==> src/rtl/layer1_pkg.sv <==
// layer1_pkg: shared types, constants and dimension helpers for the layer-1 controllers
package layer1_pkg;
  typedef enum logic [1:0] {IDLE, RUN, DONE} state_t;
  localparam int K = 3;
  function automatic int out_dim(input int in, input int stride);
    return (in - K) / stride + 1;
  endfunction
  function automatic int cw(input int n);
    return n > 1 ? $clog2(n) : 1;
  endfunction
endpackage

==> src/rtl/conv_addr_l1.sv <==
// conv_addr_l1: feature-map and weight read addresses for one kernel tap
module conv_addr_l1 #(
  parameter int IN_W   = 16,
  parameter int STRIDE = 1,
  parameter int ADDR_W = 8,
  parameter int CW     = 4,
  parameter int RW     = 4
) (
  input  logic [RW-1:0]     row,
  input  logic [CW-1:0]     col,
  input  logic [1:0]        i,
  input  logic [1:0]        j,
  output logic [ADDR_W-1:0] fm_addr,
  output logic [3:0]        w_addr
);
  assign fm_addr = ADDR_W'((32'(row) * 32'(STRIDE) + 32'(i)) * 32'(IN_W) + 32'(col) * 32'(STRIDE) + 32'(j));
  assign w_addr  = 4'(i) * 4'd3 + 4'(j);
endmodule

==> src/rtl/conv_loop_ctrl_l1.sv <==
// conv_loop_ctrl_l1: layer-1 convolution loop nest (kernel row, output column, output row)
module conv_loop_ctrl_l1
  import layer1_pkg::*;
#(
  parameter  int IN_W   = 16,
  parameter  int IN_H   = 16,
  parameter  int STRIDE = 1,
  parameter  int ADDR_W = 8,
  localparam int OUT_W  = out_dim(IN_W, STRIDE),
  localparam int OUT_H  = out_dim(IN_H, STRIDE),
  localparam int CW     = cw(OUT_W),
  localparam int RW     = cw(OUT_H)
) (
  input  logic              clk,
  input  logic              rst,
  input  logic              start,
  input  logic [1:0]        j,
  input  logic              j_zero,
  output logic              temp_zero,
  output logic [1:0]        i,
  output logic [CW-1:0]     col,
  output logic [RW-1:0]     row,
  output logic [ADDR_W-1:0] fm_addr,
  output logic [3:0]        w_addr,
  output logic              acc_clr,
  output logic              acc_valid,
  output logic              busy,
  output logic              done
);
  state_t        r_state, w_nxt;
  logic [1:0]    r_i;
  logic [CW-1:0] r_col;
  logic [RW-1:0] r_row;
  logic          r_acc_valid;
  logic          w_run, w_launch, w_tap8, w_col_last, w_row_last;
  always_comb begin
    w_run      = r_state == RUN;
    w_launch   = r_state == IDLE && start;
    w_tap8     = w_run && j_zero && r_i == 2'd2;
    w_col_last = r_col == CW'(OUT_W - 1);
    w_row_last = r_row == RW'(OUT_H - 1);
    w_nxt      = w_launch ? RUN :
                 (w_tap8 && w_col_last && w_row_last) ? DONE :
                 (r_state == DONE) ? IDLE : r_state;
  end
  // Counters wrap fully on the final tap so a finished frame leaves them at zero.
  always_ff @(posedge clk or negedge rst) begin
    if (!rst) begin
      r_state     <= IDLE;
      r_i         <= 2'd0;
      r_col       <= '0;
      r_row       <= '0;
      r_acc_valid <= 1'b0;
    end else begin
      r_state     <= w_nxt;
      r_acc_valid <= w_tap8;
      if (w_launch) begin
        r_i   <= 2'd0;
        r_col <= '0;
        r_row <= '0;
      end else if (w_run && j_zero) begin
        r_i <= (r_i == 2'd2) ? 2'd0 : r_i + 2'd1;
        if (r_i == 2'd2) begin
          r_col <= w_col_last ? '0 : r_col + CW'(1);
          if (w_col_last) r_row <= w_row_last ? '0 : r_row + RW'(1);
        end
      end
    end
  end
  conv_addr_l1 #(.IN_W(IN_W), .STRIDE(STRIDE), .ADDR_W(ADDR_W), .CW(CW), .RW(RW)) u_addr (
    .row(r_row), .col(r_col), .i(r_i), .j(j), .fm_addr(fm_addr), .w_addr(w_addr)
  );
  assign temp_zero = !w_run;
  assign busy      = w_run;
  assign done      = r_state == DONE;
  assign acc_valid = r_acc_valid;
  assign acc_clr   = w_run && r_i == 2'd0 && j == 2'd0;
  assign i         = r_i;
  assign col       = r_col;
  assign row       = r_row;
endmodule

==> config.mk <==
export PLATFORM = sky130hd
export DESIGN_NAME = conv_loop_ctrl_l1
export DESIGN_NICKNAME = d
export VERILOG_FILES = /design/src/rtl/layer1_pkg.sv /design/src/rtl/conv_addr_l1.sv /design/src/rtl/conv_loop_ctrl_l1.sv
export SDC_FILE = /design/constraint.sdc
export NUM_CORES = 1
export LEC_CHECK = 0
export CORE_MARGIN = 2
export CORE_UTILIZATION = 42
export CTS_CLUSTER_SIZE = 25
export DETAILED_ROUTE_END_ITERATION = 12
export PLACE_DENSITY_LB_ADDON = 0.12
export SETUP_SLACK_MARGIN = 0.4
export SLEW_MARGIN = 40
export SYNTH_ARGS = -nofsm -noshare
export SYNTH_HDL_FRONTEND = slang
export SYNTH_SLANG_ARGS = --single-unit
==> constraint.sdc <==
create_clock -name clk -period 2.6 [get_ports clk]
set_clock_uncertainty 0.2 [all_clocks]
set_input_delay 0.39 -clock clk [delete_from_list [all_inputs] [get_ports clk]]
set_output_delay 0.39 -clock clk [all_outputs]
set_load 0.01 [all_outputs]
==> metrics.md <==
| Metric | Value |
|---|---|
| WP data required | 2.01 ns |
| Row count | 18 |
| Htree depth | 1 |
| CP max-delay cell | fa_1 |
| Detailed placement HPWL | just over 2 mm |
| Worst-case register-to-register setup slack | about 0.51 ns |
| # Max-Cap Violations | 0 |
| Final wirelength | approximately 2.6 mm |
| Tmin final | 2.81 ns |
| Sink Count | 13 |
| Fill count | roughly 200 |
| Final #Nets | 189 |
| Final design utilization | between 60% and 70% |
| Synthesized area per cell | 9.93 sq um |
| GR Overflow Total | 0 |
| CTS hold repair buffers | 0 |
| Synthesized flop and latch total | 13 |
| Post-synth net total | 133 |
| Syn Inst Count | between 100 and 150 |
| Die H | 55.2 um |
| Syn Std Cell Area | about 1100 sq um |
| Setup crit start | row[0] |
| Top FF cell, synth | dfrtp_1 |
| Tcrit/Tclk final | 108% |
| Total power | 1.26 mW |
| Worst slew pin tran | around 0.63 ns |
| Share of cells above drive strength 1 | about two fifths |
| Final Hold Fails | 0 |
| Yosys cell types | 33 |
| Crit path kind | flip-flop to output pin |
| R2R cell count | 8 |
| Routability Congestion | 0.769 |
| WP buf/inv | 1 |
| Fmax | around 360 MHz |
| CP peak stage delay | about 0.5 ns |
| CTS Root Cell | clkbuf_4 |
| Routed len/inst | about 13 um |
| Reg2Reg Launch Point | i[0] |
| EDFF count, synth | 0 |
| CTS Buf Count | 3 |
| Die footprint | 3050 sq um |
| Largest cells by area after synthesis | dfrtp_1 (30%), ha_1 (14%), fa_1 (7.3%) |
| Layout area overhead | 52.3% |
| Via count of the routed design | approximately 1k |
| # DRC | 0 |
| Crit path launch type | flip-flop |
| Vias per cell | approximately 5.1 |
| Worst flop-to-flop path endpoint | row[0] |
| Worst Path Arrival | ~2.2 ns |
| First-pass GRT wire length | around 4.5 mm |
| Largest net degree at the start of global routing | 14 |
| Synth cell count leaders | dfrtp_1 (13), ha_1 (12), inv_1 (10) |
| DR pass1 iterations | 4 |
| Initial antenna violation count | 0 |
| Max VDD drop | around 0.67 mV |
| Worst-path clk slew | around 0.090 ns |
| Die width | 55.2 um |
| Ant. Diodes | 0 |
| Register area share after synthesis | 29.5% |
| Register area | 329 sq um |
| Top delay family on crit path | adder cells |
| Pwr Density | 753 nW/um^2 |
| Worst setup slack after layout | -0.212 ns |
| YS warnings | 0 |
| RSZ-0062 raised after global routing | true |
| I/O pins | 33 |
| Clock Tree Buf Depth | 2 |
| Async SR Flop Fraction | 100% |
| Routed Antenna Nets | 0 |
| Clk Latency, worst-skew pair | between 0.2 and 0.3 ns |
| Most common cell in the netlist | dfrtp_1 |
| Multi-input gate area | just under 800 sq um |
| Status | finished with violations |
| CP endpoint kind | output pin |
| Finish-stage setup viols | 3 |
| CTS tree | done |
| Worst Path Max Fanout | 4 |
| GR Util All Layers | between 15 and 20% |
| Max Slew Vio Count | 0 |
| Failing checks | negative setup slack |
| CORE AREA | about 2500 sq um |
| CP Cell Sequence | ha_4 > fa_1 > and4_4 > a311oi_1 > nand3b_1 > xor2_2 > buf_2 |
| Initial drt markers | 52 |
| Slew Limit Headroom | 57.9% |
| IO buf count | 32 |
| Initial Util | 44.5% |
| Yosys top cell area share | 29.5% |
| HP Class | input pin to async pin |
| Largest area contributor in the netlist | dfrtp_1 |
| Number of stages on the worst setup path | 7 |
| Vias in the first global route | a little under 1k |
| LEAKAGE | 0.799 nW |
==> report_power, final <==
group | switching (mW) | leakage (nW) | internal, mW
clock | 0.0689 | 0.0150 | 0.0594
sequential | 0.0349 | 0.169 | 0.239
combinational | 0.388 | 0.616 | 0.473
==> logic make-up after synthesis <==
logic type,share of synthesized area (%)
multiplexers,0.908
XOR/XNOR,5.56
buffers and inverters,9.65
AO/OA/AOI/OAI,9.42
adder cells (fa/ha/maj),20.9
AND/OR/NAND/NOR,24.1
flip-flops,29.5
==> flip-flops by register name, summed over array words and instances, names as in the netlist <==
signal	flops
i	2
row	4
col	4
acc_valid	1
r_state	2
==> worst max-delay path by stage <==
stage / to / slack, ns
floorplan: fm_addr[7] / 0.17
global route: fm_addr[7] / -0.29
CTS: fm_addr[7] / -0.22
detailed placement: w_addr[2] / -0.67
global placement: w_addr[2] / -0.61
finish: fm_addr[7] / -0.21
==> stage by stage <==
step	TNS, ns	setup WS [ns]	instance area (sq um)	hold slack (ns)	cells
after global routing	-0.717	-0.290	1680	0.324	196
after detailed placement	-3.66	-0.672	1550	0.391	185
after global placement	-3.36	-0.611	1550	0.347	185
after floorplan	0	0.170	1140	-0.106	111
final	-0.443	-0.212	1680	0.298	196
after CTS	-0.479	-0.217	1580	0.312	191
==> layout by cell type, fill, tap and decap left out, types with 4 or more instances in the layout <==
cell type | synthesis | layout
inv_1 | 10 | 5
o21ai_0 | 5 | 5
nor2_1 | 4 | 4
buf_4 | 0 | 18
nand3_1 | 7 | 6
buf_2 | 0 | 8
dfrtp_1 | 13 | 10
clkdlybuf4s50_1 | 0 | 18
nand2_1 | 9 | 7
buf_6 | 2 | 8
inv_2 | 0 | 4
a21oi_1 | 8 | 7
ha_1 | 12 | 8
==> layout make-up <==
type	instances	area share (%)
Timing Repair Buffer	55	28.2
Sequential cell	13	19.6
Inverter	10	2.53
Tap cell	30	2.24
Multi-Input combinational cell	84	45.8
Clock buffer	4	1.56
==> metal layers <==
layer  part of all wire, %  global-route usage (%)  up-vias
met1                    43                    22.9      483
met5                     0                       0        -
met2                    50                    31.1       27
li1                      -                       -      492
met3                   5.8                    4.22        2
met4                  0.58                    5.23        0
==> worst reg2reg max path, delay by kind of cell (launching register included) <==
family / cells / cell delay [ns]
buffers and inverters: 3 / 0.31
adders and majority gates: 1 / 0.12
DFF: 1 / 0.44
and+or+nand+nor: 3 / 0.83
AOI/OAI and AO/OA: 1 / 0.14
==> timing repair <==
action                     CTS  global route
setup endpoints to repair   15            15
pin swaps                    9             3
buffers inserted             2             5
resized for setup           63            17
Note: power is estimated with default switching activity, not from simulation.
